<file path="config.mk">
export PLATFORM = sky130hd
export DESIGN_NAME = alu_reservation_station
export DESIGN_NICKNAME = d
export VERILOG_FILES = /design/src/rtl/alu_reservation_station.sv
export SDC_FILE = /design/constraint.sdc
export NUM_CORES = 2
export LEC_CHECK = 0
export CAP_MARGIN = 10
export CORE_MARGIN = 2
export CORE_UTILIZATION = 30
export CTS_BUF_LIST = sky130_fd_sc_hd__clkbuf_16
export CTS_CLUSTER_SIZE = 30
export DETAILED_ROUTE_END_ITERATION = 16
export PLACE_DENSITY = 0.45
export SKIP_CTS_REPAIR_TIMING = 1
export SLEW_MARGIN = 20
export SYNTH_ARGS = -nofsm -noshare
export SYNTH_HDL_FRONTEND = slang
export SYNTH_SLANG_ARGS = --single-unit
</file>
<file path="constraint.sdc">
create_clock -name clk_i -period 2.4 [get_ports clk_i]
set_input_delay 0.72 -clock clk_i [delete_from_list [all_inputs] [get_ports clk_i]]
set_output_delay 0.72 -clock clk_i [all_outputs]
set_load 0.03 [all_outputs]
</file>
<file path="src/rtl/alu_reservation_station.sv">
// ALU reservation station: holds dispatched ops until both operands are available,
// snoops the writeback bus for operands and issues the lowest-index ready entry each cycle.
module alu_reservation_station #(
  parameter int unsigned ENTRY_NUM    = 8,
  parameter int unsigned DATA_LEN     = 32,
  parameter int unsigned RRF_TAG_LEN  = 6,
  parameter int unsigned ALU_OP_WIDTH = 4
) (
  input  logic                    clk_i,
  input  logic                    reset_i,
  input  logic                    kill_i,
  input  logic                    dp_we_i,
  output logic                    dp_ready_o,
  input  logic [ALU_OP_WIDTH-1:0] dp_alu_op_i,
  input  logic [DATA_LEN-1:0]     dp_src1_i,
  input  logic [DATA_LEN-1:0]     dp_src2_i,
  input  logic                    dp_src1_rdy_i,
  input  logic                    dp_src2_rdy_i,
  input  logic [RRF_TAG_LEN-1:0]  dp_dst_tag_i,
  input  logic                    dp_write_rrf_i,
  input  logic                    wb_valid_i,
  input  logic [RRF_TAG_LEN-1:0]  wb_tag_i,
  input  logic [DATA_LEN-1:0]     wb_data_i,
  output logic                    issue_o,
  output logic [ALU_OP_WIDTH-1:0] alu_op_o,
  output logic [DATA_LEN-1:0]     src1_o,
  output logic [DATA_LEN-1:0]     src2_o,
  output logic                    if_write_rrf_o,
  output logic [RRF_TAG_LEN-1:0]  dst_tag_o
);

  localparam int unsigned IdxW = (ENTRY_NUM > 1) ? $clog2(ENTRY_NUM) : 1;

  logic [ENTRY_NUM-1:0]                   valid_q, valid_d, rdy1_q, rdy1_d, rdy2_q, rdy2_d;
  logic [ENTRY_NUM-1:0]                   wrrf_q, wrrf_d;
  logic [ENTRY_NUM-1:0][ALU_OP_WIDTH-1:0] op_q, op_d;
  logic [ENTRY_NUM-1:0][DATA_LEN-1:0]     src1_q, src1_d, src2_q, src2_d;
  logic [ENTRY_NUM-1:0][RRF_TAG_LEN-1:0]  dst_q, dst_d;

  logic                    issue_q, issue_d;
  logic [ALU_OP_WIDTH-1:0] alu_op_q, alu_op_d;
  logic [DATA_LEN-1:0]     out1_q, out1_d, out2_q, out2_d;
  logic                    out_wrrf_q, out_wrrf_d;
  logic [RRF_TAG_LEN-1:0]  out_dst_q, out_dst_d;

  logic [IdxW-1:0] alloc_idx, sel_idx;
  logic            sel_found;
  logic            dp_hit1, dp_hit2;

  assign dp_ready_o = ~&valid_q;

  // Downward scan so the last assignment is the lowest index.
  always_comb begin
    alloc_idx = '0;
    sel_idx   = '0;
    sel_found = 1'b0;
    for (int i = ENTRY_NUM - 1; i >= 0; i--) begin
      if (!valid_q[i]) alloc_idx = IdxW'(i);
      if (valid_q[i] && rdy1_q[i] && rdy2_q[i]) begin
        sel_found = 1'b1;
        sel_idx   = IdxW'(i);
      end
    end
  end

  assign dp_hit1 = wb_valid_i && !dp_src1_rdy_i && (dp_src1_i[RRF_TAG_LEN-1:0] == wb_tag_i);
  assign dp_hit2 = wb_valid_i && !dp_src2_rdy_i && (dp_src2_i[RRF_TAG_LEN-1:0] == wb_tag_i);

  always_comb begin
    valid_d    = valid_q;
    rdy1_d     = rdy1_q;
    rdy2_d     = rdy2_q;
    wrrf_d     = wrrf_q;
    op_d       = op_q;
    src1_d     = src1_q;
    src2_d     = src2_q;
    dst_d      = dst_q;
    issue_d    = 1'b0;
    alu_op_d   = alu_op_q;
    out1_d     = out1_q;
    out2_d     = out2_q;
    out_wrrf_d = out_wrrf_q;
    out_dst_d  = out_dst_q;

    for (int i = 0; i < ENTRY_NUM; i++) begin
      if (wb_valid_i && valid_q[i] && !rdy1_q[i] && (src1_q[i][RRF_TAG_LEN-1:0] == wb_tag_i)) begin
        src1_d[i] = wb_data_i;
        rdy1_d[i] = 1'b1;
      end
      if (wb_valid_i && valid_q[i] && !rdy2_q[i] && (src2_q[i][RRF_TAG_LEN-1:0] == wb_tag_i)) begin
        src2_d[i] = wb_data_i;
        rdy2_d[i] = 1'b1;
      end
    end

    // The allocated entry is invalid, so it can never be the issue winner.
    if (dp_we_i && dp_ready_o) begin
      valid_d[alloc_idx] = 1'b1;
      op_d[alloc_idx]    = dp_alu_op_i;
      src1_d[alloc_idx]  = dp_hit1 ? wb_data_i : dp_src1_i;
      src2_d[alloc_idx]  = dp_hit2 ? wb_data_i : dp_src2_i;
      rdy1_d[alloc_idx]  = dp_src1_rdy_i | dp_hit1;
      rdy2_d[alloc_idx]  = dp_src2_rdy_i | dp_hit2;
      dst_d[alloc_idx]   = dp_dst_tag_i;
      wrrf_d[alloc_idx]  = dp_write_rrf_i;
    end

    if (sel_found) begin
      valid_d[sel_idx] = 1'b0;
      issue_d          = 1'b1;
      alu_op_d         = op_q[sel_idx];
      out1_d           = src1_q[sel_idx];
      out2_d           = src2_q[sel_idx];
      out_wrrf_d       = wrrf_q[sel_idx];
      out_dst_d        = dst_q[sel_idx];
    end

    if (kill_i) begin
      valid_d = '0;
      issue_d = 1'b0;
    end
  end

  always_ff @(posedge clk_i or negedge reset_i) begin
    if (!reset_i) begin
      valid_q    <= '0;
      rdy1_q     <= '0;
      rdy2_q     <= '0;
      wrrf_q     <= '0;
      op_q       <= '0;
      src1_q     <= '0;
      src2_q     <= '0;
      dst_q      <= '0;
      issue_q    <= 1'b0;
      alu_op_q   <= '0;
      out1_q     <= '0;
      out2_q     <= '0;
      out_wrrf_q <= 1'b0;
      out_dst_q  <= '0;
    end else begin
      valid_q    <= valid_d;
      rdy1_q     <= rdy1_d;
      rdy2_q     <= rdy2_d;
      wrrf_q     <= wrrf_d;
      op_q       <= op_d;
      src1_q     <= src1_d;
      src2_q     <= src2_d;
      dst_q      <= dst_d;
      issue_q    <= issue_d;
      alu_op_q   <= alu_op_d;
      out1_q     <= out1_d;
      out2_q     <= out2_d;
      out_wrrf_q <= out_wrrf_d;
      out_dst_q  <= out_dst_d;
    end
  end

  assign issue_o        = issue_q;
  assign alu_op_o       = alu_op_q;
  assign src1_o         = out1_q;
  assign src2_o         = out2_q;
  assign if_write_rrf_o = out_wrrf_q;
  assign dst_tag_o      = out_dst_q;

endmodule

</file>
==> impl_results.md <==
* Vias in the first global route at 32,872
* Multi-input combinational cell area at 16,600 sq um
* Pre-CTS setup slack at -0.858 ns
* Slew Viols, Final at 0
* Worst clock skew at 0.0234 ns
* Power per cell area at 750 nW/um^2
* Min Tclk post-route at 2.63 ns
* Post-Synth Adder-Cell Area at 0%
* Total CTS buffers at 86
* Vias per cell at 5.84
* Finished Cell Area at 47,100 sq um
* Sequential share of power at 41.7%
* Layout area overhead at 33.8%
* Logic pwr share at 21.8%
* Synth Area in Compound Gates at 21.6%
* TritonCTS clock tree: built
* Fin Setup TNS at -0.599 ns
* Chip height at 346 microns
* First-pass GRT wire length at 250,000 microns
* Synthesized cell area at 35,200 sq um
* Async S/R FF share, synth at 100%
* Clock H-tree levels at 3
* Leakage power total at 21.1 nW
* Crit Path Category: flip-flop to output port
* Placed inst area at 43,200 sq um
* Wirelength, routed at 177,000 microns
* CP max FO at 7
* CTS max path bufs at 3
* Die X at 346 microns
* Layout net count at 4,280
* Layout cells sized above 1 at 20.5%
* Fillers at 11,536
* MaxCap Viol Count at 0
* FMAX at 0.380 GHz
* DRT iter0 DRCs at 3,610
* Crit-path cells: buf_4, nand2_1, or3_4, buf_6
* WL/cell at 30.7 microns
* Post-synth EDFFs at 0
* Total power at 35.3 mW
* Multiplexer share of the synthesized area at 4.66%
* Clock transition at path regs at 0.06 ns
* Remaining Overflow, GRT at 0
* IO Port Bufs at 196
* I/O pins at 197
* Post-synthesis register bit count at 700
* HPWL after DPL at 117,000 microns
* Critical Path AT at 1.91 ns
* Clk sinks at 700
* Buf+Inv Stages, Crit Path at 2
* Fin. Hold Viols at 0
* Post-Synth Simple-Gate Area at 15.9%
* Yosys warns at 0
* Status: finished with violations
* DR pass1 iterations at 6
* RePlAce Congestion at 0.935
* Leading cell type in the layout, fill and taps excluded: nor2_1
* Post-route ant nets at 0
* Critical path data required time at 1.68 ns
* Period utilisation layout at 110%
* P_int at 24.2 mW
* RSZ-0062 raised after global routing: yes
* Worst Tran Pin Value at 0.821 ns
* Via count at 33,596
* Final Util at 40.5%
* Rel. slew slack at 45.1%
* Initial antenna violation count at 4
* P_sw at 11.1 mW
* Number of distinct library cells after synthesis at 63
* Ys flop type: dfrtp_1
* XOR/XNOR Fraction of Synth Area at 2.69%
* Worst skew pair latency at 0.67 ns
* Sequential element share of the synthesized area at 49.8%
* Slowest cell on crit path: or3_4
* CP startpoint kind: flip-flop
* Syn Nets at 3,898
* Crit. End Element: output port
* Rows at 125
* Total track usage at 28.5%
* Delay-heaviest family, CP: simple AND/OR/NAND/NOR gates
* CP max stage delay at 0.44 ns
* Core area at 116,000 sq um
* Hold Crit Class: flip-flop to flip-flop
* Main combinational cell family by area after synthesis: compound AO/OA/AOI/OAI gates
* Seq. cell area at 17,500 sq um
* Starting Density at 30.3%
* Clock network power share at 36.5%
* Setup violators final at 15
* Pin count of the biggest net entering global routing at 85
* DR DRC count at 0
* Max VDD drop at 0.463 mV
* Sw Share at 31.5%
* Commonest non-fill, non-tap cells in the layout: 783 x nor2_1, 700 x dfrtp_1, 324 x nand2_1, 296 x buf_4, 272 x o22ai_1
* PnR worst setup slack at -0.231 ns
* Area of the die at 120,000 sq um
* CTS root buf: clkbuf_16
* Post-Synthesis Cells at 3,778
* Failing checks: negative setup slack
* Mapped Avg Cell Area at 9.31 sq um
## path summary, 6_finish.rpt
check / slack, ns / to / startpoint / cells past startpoint
hold reg to reg: 0.47 / op_q[1]$_DFFE_PN0P_ / op_q[1]$_DFFE_PN0P_ / 2
hold / removal: 0.47 / op_q[1]$_DFFE_PN0P_ / op_q[1]$_DFFE_PN0P_ / 2
min in group asynchronous: 0.57 / op_q[21]$_DFFE_PN0P_ / reset_i / 2
setup / recovery: -0.23 / dp_ready_o / valid_q[4]$_DFF_PN0_ / 4
max in group asynchronous: 0.98 / src1_o[19]$_DFFE_PN0N_ / reset_i / 3
setup reg to reg: -0.08 / src1_o[8]$_DFFE_PN0N_ / rdy2_q[6]$_DFF_PN0_ / 9
## kinds of logic (layout without fill, tap and decap cells)
logic type      count (synthesis)  count (layout)
other cells                     0               3
xor+xnor                      108             108
buf+inv                       431             879
simple gates                 1355            1355
compound gates               1032            1032
flops                         700             700
mux                           152             152
## power by group through the flow
stage	Sequential [mW]	Clock, mW	Combinational [mW]
2_1_floorplan	15.4	0	3.23
3_3_place_gp	14.9	0	7.58
3_5_place_dp	14.9	0	7.65
4_1_cts	14.7	13.1	7.68
5_1_grt	14.9	13.5	8.26
6_report	14.7	12.9	7.71
## state kept, by name (all words and copies together) (netlist names)
register and flops:
alu_op_o 4, dst_q 48, dst_tag_o 6, if_write_rrf_o 1
issue_o 1, op_q 32, rdy1_q 8, rdy2_q 8
src1_o 32, src1_q 256, src2_o 32, src2_q 256
valid_q 8, wrrf_q 8
## cell type report
class | instances | area share, %
Sequential cell | 700 | 37.2
Multi-Input combinational cell | 2647 | 35.3
Timing Repair Buffer | 692 | 17.5
Clock buffer | 89 | 4.73
Tap cell | 1524 | 4.05
Clock inverter | 65 | 0.988
Inverter | 33 | 0.263
Antenna cell | 3 | 0.0159
## layer usage
layer  up-vias  track usage, %  part of all wire [%]
met3       345            4.72                   7.7
li1      14392               -                     -
met5         -               0                     0
met2      1634            44.3                    45
met4         0            10.7                   4.0
met1     17225            39.6                    44
## stage by stage
step	hold slack [ns]	std cells
detailed placement	0.461	5561
finish	0.473	5753
CTS	-0.0482	5715
global placement	0.455	5561
global route	0.497	5750
floorplan	0.424	3778
## tightest hold or removal path, cell delays in order (launching register included)
cell	delay [ns]
dfrtp_1	0.34
nand2_1	0.05
nand2_1	0.05
## synthesized netlist by cell type (all sizes together), types with 7 or more instances
library cell / number / area (sq um)
nand2: 346 / 1300
nand4: 15 / 93.8
a211o: 14 / 123
a221oi: 35 / 307
nor2: 794 / 2980
mux2: 94 / 1060
o22ai: 272 / 1700
a41oi: 11 / 96.3
a22oi: 50 / 375
mux2i: 58 / 581
a211oi: 12 / 100
buf: 161 / 887
a21boi: 7 / 52.6
o221a: 64 / 721
o32a: 58 / 581
a21oi: 222 / 1130
a311oi: 8 / 70.1
a21o: 16 / 120
nand2b: 67 / 419
and3: 10 / 62.6
o21a: 32 / 240
xor2: 38 / 333
a2111oi: 9 / 78.8
o21ai: 11 / 55.1
o2bb2ai: 8 / 70.1
inv: 33 / 124
dfrtp: 700 / 17500
nand3: 58 / 295
o32ai: 160 / 1400
clkbuf: 237 / 890
o221ai: 28 / 245
nor3: 34 / 181
nor4: 12 / 113
a22o: 9 / 78.8
xnor2: 70 / 613
Note: power is estimated with default switching activity, not from simulation.
